--- src/rtl/sample_history_buffer.sv ---
// sample_history_buffer: circular history of the newest DEPTH samples, read back by lag.
// Reads are registered, take one cycle, and see the array as it was before any push in
// the same cycle. Fill level and full are tracked, and reads beyond the stored history
// are flagged as out of range.
// Optional macro SAMPLE_HISTORY_ZERO_PAD_EN: out-of-range reads return zero data.
module sample_history_buffer #(
    parameter int unsigned BITS         = 16,
    parameter int unsigned DEPTH        = 16,
    parameter int unsigned ADDRESS_BITS = 4
) (
    input  logic                    clk,
    input  logic                    rst,
    input  logic                    clear,
    input  logic                    in_valid,
    input  logic [BITS-1:0]         in_data,
    input  logic                    rd_req,
    input  logic [ADDRESS_BITS-1:0] rd_lag,
    output logic                    rd_valid,
    output logic [BITS-1:0]         rd_data,
    output logic                    rd_oob,
    output logic [ADDRESS_BITS:0]   fill,
    output logic                    full
);

    localparam int unsigned FILL_W = ADDRESS_BITS + 1;
    localparam logic [FILL_W-1:0] DEPTH_FILL = FILL_W'(DEPTH);

    logic [BITS-1:0]         mem_q [DEPTH];
    logic [ADDRESS_BITS-1:0] wr_ptr_q, wr_ptr_d;
    logic [FILL_W-1:0]       fill_q, fill_d;
    logic                    full_q, full_d;
    logic                    rd_valid_q, rd_valid_d;
    logic [BITS-1:0]         rd_data_q, rd_data_d;
    logic                    rd_oob_q, rd_oob_d;

    logic [ADDRESS_BITS-1:0] rd_addr_c;
    logic                    rd_oob_c;
    logic                    push_c;

    // Address of the requested sample; wraps naturally because DEPTH is a power of two.
    assign rd_addr_c = wr_ptr_q - ADDRESS_BITS'(1) - rd_lag;
    assign rd_oob_c  = ({1'b0, rd_lag} >= fill_q);
    assign push_c    = in_valid && !clear;

    // Next state of the pointer, fill level and read result.
    always_comb begin
        wr_ptr_d   = wr_ptr_q;
        fill_d     = fill_q;
        rd_valid_d = 1'b0;
        rd_data_d  = rd_data_q;
        rd_oob_d   = rd_oob_q;
        if (clear) begin
            wr_ptr_d = '0;
            fill_d   = '0;
        end else begin
            if (in_valid) begin
                wr_ptr_d = wr_ptr_q + ADDRESS_BITS'(1);
                if (fill_q != DEPTH_FILL) begin
                    fill_d = fill_q + FILL_W'(1);
                end
            end
            if (rd_req) begin
                rd_valid_d = 1'b1;
                rd_oob_d   = rd_oob_c;
`ifdef SAMPLE_HISTORY_ZERO_PAD_EN
                rd_data_d  = rd_oob_c ? '0 : mem_q[rd_addr_c];
`else
                rd_data_d  = mem_q[rd_addr_c];
`endif
            end
        end
        full_d = (fill_d == DEPTH_FILL);
    end

    // Pointer, fill and read-result registers.
    always_ff @(posedge clk or negedge rst) begin
        if (!rst) begin
            wr_ptr_q   <= '0;
            fill_q     <= '0;
            full_q     <= 1'b0;
            rd_valid_q <= 1'b0;
            rd_data_q  <= '0;
            rd_oob_q   <= 1'b0;
        end else begin
            wr_ptr_q   <= wr_ptr_d;
            fill_q     <= fill_d;
            full_q     <= full_d;
            rd_valid_q <= rd_valid_d;
            rd_data_q  <= rd_data_d;
            rd_oob_q   <= rd_oob_d;
        end
    end

    // Sample storage; cleared only by reset, never by the clear strobe.
    always_ff @(posedge clk or negedge rst) begin
        if (!rst) begin
            for (int unsigned i = 0; i < DEPTH; i++) begin
                mem_q[i] <= '0;
            end
        end else if (push_c) begin
            mem_q[wr_ptr_q] <= in_data;
        end
    end

    assign rd_valid = rd_valid_q;
    assign rd_data  = rd_data_q;
    assign rd_oob   = rd_oob_q;
    assign fill     = fill_q;
    assign full     = full_q;

endmodule

--- config.mk ---
export PLATFORM = sky130hd
export DESIGN_NAME = sample_history_buffer
export DESIGN_NICKNAME = d
export VERILOG_FILES = /design/src/rtl/sample_history_buffer.sv
export SDC_FILE = /design/constraint.sdc
export NUM_CORES = 1
export LEC_CHECK = 0
export CAP_MARGIN = 20
export CORE_UTILIZATION = 61
export DETAILED_ROUTE_END_ITERATION = 16
export GPL_TIMING_DRIVEN = 0
export PLACE_DENSITY = 0.8
export SLEW_MARGIN = 15
export SYNTH_ARGS = -nofsm -noshare
export SYNTH_HDL_FRONTEND = slang
export SYNTH_SLANG_ARGS = --single-unit
--- constraint.sdc ---
create_clock -name clk -period 3 [get_ports clk]
set_clock_uncertainty 0.15 [all_clocks]
set_input_delay 0.6 -clock clk [delete_from_list [all_inputs] [get_ports clk]]
set_output_delay 0.6 -clock clk [all_outputs]
set_load 0.02 [all_outputs]
==> flow_metrics.py, run 1 <==
metrics = {
    "status": {
        "status": "finished, final reports clean",
    },
    "pwr": {
        "ir_drop_mv": 0.5033,
        "p_seq_share_pct": 46.8,
        "p_int_uw": 7026,
        "clock_power_share_pct": 38.5,
        "p_leak_uw": 0.007181,
        "switchingPower_uw": 2284,
        "power.total_uw": 9311,
        "power.density_nw_per_um2": 619.4,
        "power_frac_comb_pct": 14.7,
        "switching_share_pct": 24.54,
    },
    "sta": {
        "setup_violations": 0,
        "timing.slew.headroom_pct": 56.33,
        "period_share_pct": 94.59,
        "slew_viol_final": 0,
        "finalCriticalPeriod_ns": 2.838,
        "rsz0062_at_grt": "no",
        "tightest_slew_ns": 0.6503,
        "fmaxAchievable_mhz": 352.4,
        "holdWs_ns": 0.2641,
        "final_hold_viol_count": 0,
    },
    "setup_path": {
        "cp_cell_sequence": "clkdlybuf4s50_1 -> inv_1 -> ha_1 -> inv_1 -> fa_1 -> buf_6 -> buf_6 -> mux4_1 -> mux2_2 -> a22oi_1 -> o31ai_1",
        "cp-endpoint": "rd_data[9]$_DFFE_PN0P_",
        "endpoint_kind": "flip-flop",
        "r2r_cells": 9,
        "startpoint_type": "primary input",
        "critPathMaxStageDelay_ns": 0.49,
        "critical_path_buf_inv_count": 5,
        "arrival_ns": 3.11,
        "slowest_stage": "fa_1",
        "path_delay_family": "buffers and inverters",
        "r2r_end": "rd_data[9]$_DFFE_PN0P_",
        "path_class": "in -> reg",
        "crit_required_ns": 3.27,
        "crit_start": "rd_lag[0]",
        "cp_max_fo": 10,
        "r2r_slack_ns": 0.19,
        "cp.depth": 11,
        "r2r-start": "wr_ptr_q[0]$_DFFE_PN0P_",
    },
    "final_layout": {
        "seqCellArea_sq_um": 7107,
        "syn2layout_area_growth_pct": 14.60,
        "multi_input_area_sq_um": 5634,
        "antenna_cells": 0,
        "nFillCells": 1288,
        "final_nets": 942,
        "layout-drive-gt1-share_pct": 45.24,
    },
    "placement": {
        "dp_hpwl_um": 19500,
        "gp_congestion": 0.8037,
        "io_buffers": 47,
    },
    "drt": {
        "route.met2.wl_um": 14080,
        "drc_errors": 0,
        "highest_layer": "met4",
        "vias": 7343,
        "totalWireLength_um": 27840,
        "dr.pass1.iters": 6,
        "drt_iter0_drc": 428,
        "drt-met1-wl_um": 12490,
        "detail-route-antenna-nets": 0,
        "via_per_inst": 6.124,
        "met3WireLength_um": 800,
        "routedWlPerCell_um": 23.22,
    },
    "logic_synthesis": {
        "synth_area_leader_cell": "dfrtp_1",
        "avgSynthCellArea_sq_um": 15.98,
        "ys_ff_latch": 284,
        "synth_ff_type": "dfrtp_1",
        "synth_top_cell_area_share_pct": 54.18,
        "synth_cell_types": 32,
        "yosys_warnings": 0,
        "synth_nets": 860,
        "yosysSeqAreaShare_pct": 54.18,
        "synthTopCellsByArea": "dfrtp_1 (54%), mux2_2 (23%), mux4_2 (6.7%)",
        "synthCells": 821,
        "syn-cell-area_sq_um": 13120,
        "ys_async_sr_fraction_pct": 100.0,
        "synth-edff-count": 0,
    },
    "cts": {
        "clock_path_buffers": 3,
        "cts_buffers": 29,
        "htreeDepth": 1,
        "clk_latency_ns": 0.54,
        "root_buffer": "clkbuf_16",
        "cts_tree": "yes",
        "path_clk_slew_ns": 0.06,
        "postCtsSetupBuffers": 0,
        "cts_num_sinks": 284,
    },
    "floorplanning": {
        "ioPinCount": 49,
        "rows": 53,
        "die_x_um": 148.6,
        "fp.dieH_um": 148.6,
        "start_util_pct": 62.40,
        "die_area_sq_um": 22090,
        "fp.coreArea_sq_um": 21020,
    },
    "grt": {
        "grt_max_degree": 95,
        "grt_pass1_vias": 8098,
        "grt_use_total_pct": 26.81,
        "grt_pass1_wl_um": 45230,
        "overflow": 0,
        "antenna_found_initial": 0,
    },
    "run": {
        "max_cap_violations": 0,
    },
    "hold_path": {
        "hp-class": "in -> reg",
    },
}
-- repair_timing --
item,in CTS,in global routing
endpoints found under the setup margin,16,16
endpoints found under the hold margin,51,0
pin swaps,0,0
hold buffers,1,0
resized for setup,10,6
-- routing by layer --
layer,GRT usage [%],vias to the layer above
li1,-,3235
met1,37.51,3947
met2,44.79,120
met3,3.252,41
met4,7.113,0
met5,0,-
-- worst min path at each step --
stage / slack [ns] / endpoint / cells past startpoint / from
2_1_floorplan: 0.15 / fill[0]$_DFF_PN0_ / 0 / rst
3_3_place_gp: 0.31 / mem_q[168]$_DFFE_PN0P_ / 1 / mem_q[168]$_DFFE_PN0P_
5_1_grt: 0.27 / wr_ptr_q[0]$_DFFE_PN0P_ / 3 / in_valid
4_1_cts: 0.26 / wr_ptr_q[0]$_DFFE_PN0P_ / 3 / in_valid
3_5_place_dp: 0.32 / mem_q[167]$_DFFE_PN0P_ / 1 / mem_q[167]$_DFFE_PN0P_
6_report: 0.26 / wr_ptr_q[0]$_DFFE_PN0P_ / 3 / in_valid
-- cell type report --
| cell class | count | area share, % |
|---|---|---|
| clock buffers | 43 | 5.710 |
| well taps | 275 | 2.289 |
| multi-input cells | 466 | 37.48 |
| repair buffers | 51 | 3.779 |
| inverters | 11 | 0.2747 |
| clock inverters | 9 | 0.6992 |
| plain buffers | 60 | 2.481 |
| flip-flops and latches | 284 | 47.28 |
-- stage by stage --
stage / utilization (%) / setup TNS (ns) / worst slack (ns) / instances / cell area [sq um]
6_report: 71.50 / 0 / 0.1622 / 1199 / 15030
5_1_grt: 71.50 / 0 / 0.009744 / 1199 / 15030
4_1_cts: 71.43 / 0 / 0.08205 / 1199 / 15020
3_5_place_dp: 66.69 / -13.91 / -0.9074 / 1146 / 14020
3_3_place_gp: 66.27 / -2746.33 / -9.652 / 1143 / 13930
2_1_floorplan: - / 0 / 0.09387 / 821 / 13120
-- placed cells by master (no fill, tap or decap), types with 2 or more instances in the layout --
cell type and instances:
dfrtp_1 284, mux2_2 264, clkdlybuf4s50_1 46, mux4_2 39, clkbuf_16 29, clkbuf_1 25, mux4_1 22, mux2i_1 19
o31ai_1 18, buf_4 16, a22oi_1 16, buf_2 13, ha_1 13, inv_1 11, nor2_1 10, nor2_2 10
buf_6 9, mux2_1 8, clkbuf_8 8, nand2_1 6, xnor2_1 5, nand2b_1 5, nand3_2 4, nand2_2 4
clkinv_2 4, a21oi_1 3, nand4_1 3, xor2_1 3, a21o_1 3, clkbuf_2 3, mux4_4 3, buf_16 3
nor2_4 2, inv_6 2, bufinv_16 2
-- power groups by stage --
stage / combinational, uW / clock [uW] / sequential, uW
after CTS: 1370 / 3640 / 4350
after detailed placement: 1350 / 0 / 4420
final: 1360 / 3590 / 4360
after global routing: 1470 / 3810 / 4390
after floorplan: 872 / 0 / 4390
after global placement: 1280 / 0 / 4380
-- cells by family (layout without fill, tap and decap cells) --
logic type,after synthesis,after routing,share of synthesized area (%)
muxes,355,355,36.48
adders and majority gates,14,14,1.393
and+or+nand+nor,46,46,2.089
AOI/OAI and AO/OA,42,42,2.337
buffers and inverters,71,174,2.919
DFF,284,284,54.18
xor gates and xnor gates,9,9,0.6009
-- synthesized netlist by cell type (all sizes together), types with 5 or more instances --
library cell,number
nand2b,5
nor2,22
clkbuf,24
ha,13
mux4,64
buf,36
inv,11
xnor2,5
a22oi,16
mux2,272
dfrtp,284
nand2,10
o31ai,18
mux2i,19
-- registers in the layout, summed over array words and instances, names as in the netlist --
register and flops:
rd_oob 1, mem_q 256, fill 5, rd_valid 1
rd_data 16, wr_ptr_q 4, full 1
-- worst reg2reg max path: cells and delay by family (launching register included) --
family          cells  cell delay, ns
mux                 2            0.66
fa+ha+maj           2            0.71
compound gates      2            0.28
flops               1            0.46
buf+inv             3            0.45
(Power assumes the default switching activity.)
==> inputs of run 2 (changes only) <==
--- a/config.mk
+++ b/config.mk
@@ -5,7 +5,7 @@
 export SDC_FILE = /design/constraint.sdc
 export NUM_CORES = 1
 export LEC_CHECK = 0
-export CAP_MARGIN = 20
+export CAP_MARGIN = 10
 export CORE_UTILIZATION = 61
 export DETAILED_ROUTE_END_ITERATION = 16
 export GPL_TIMING_DRIVEN = 0
==> results of run 2 <==
No change in the layout: final DEF, timing and power equal those of run 1.
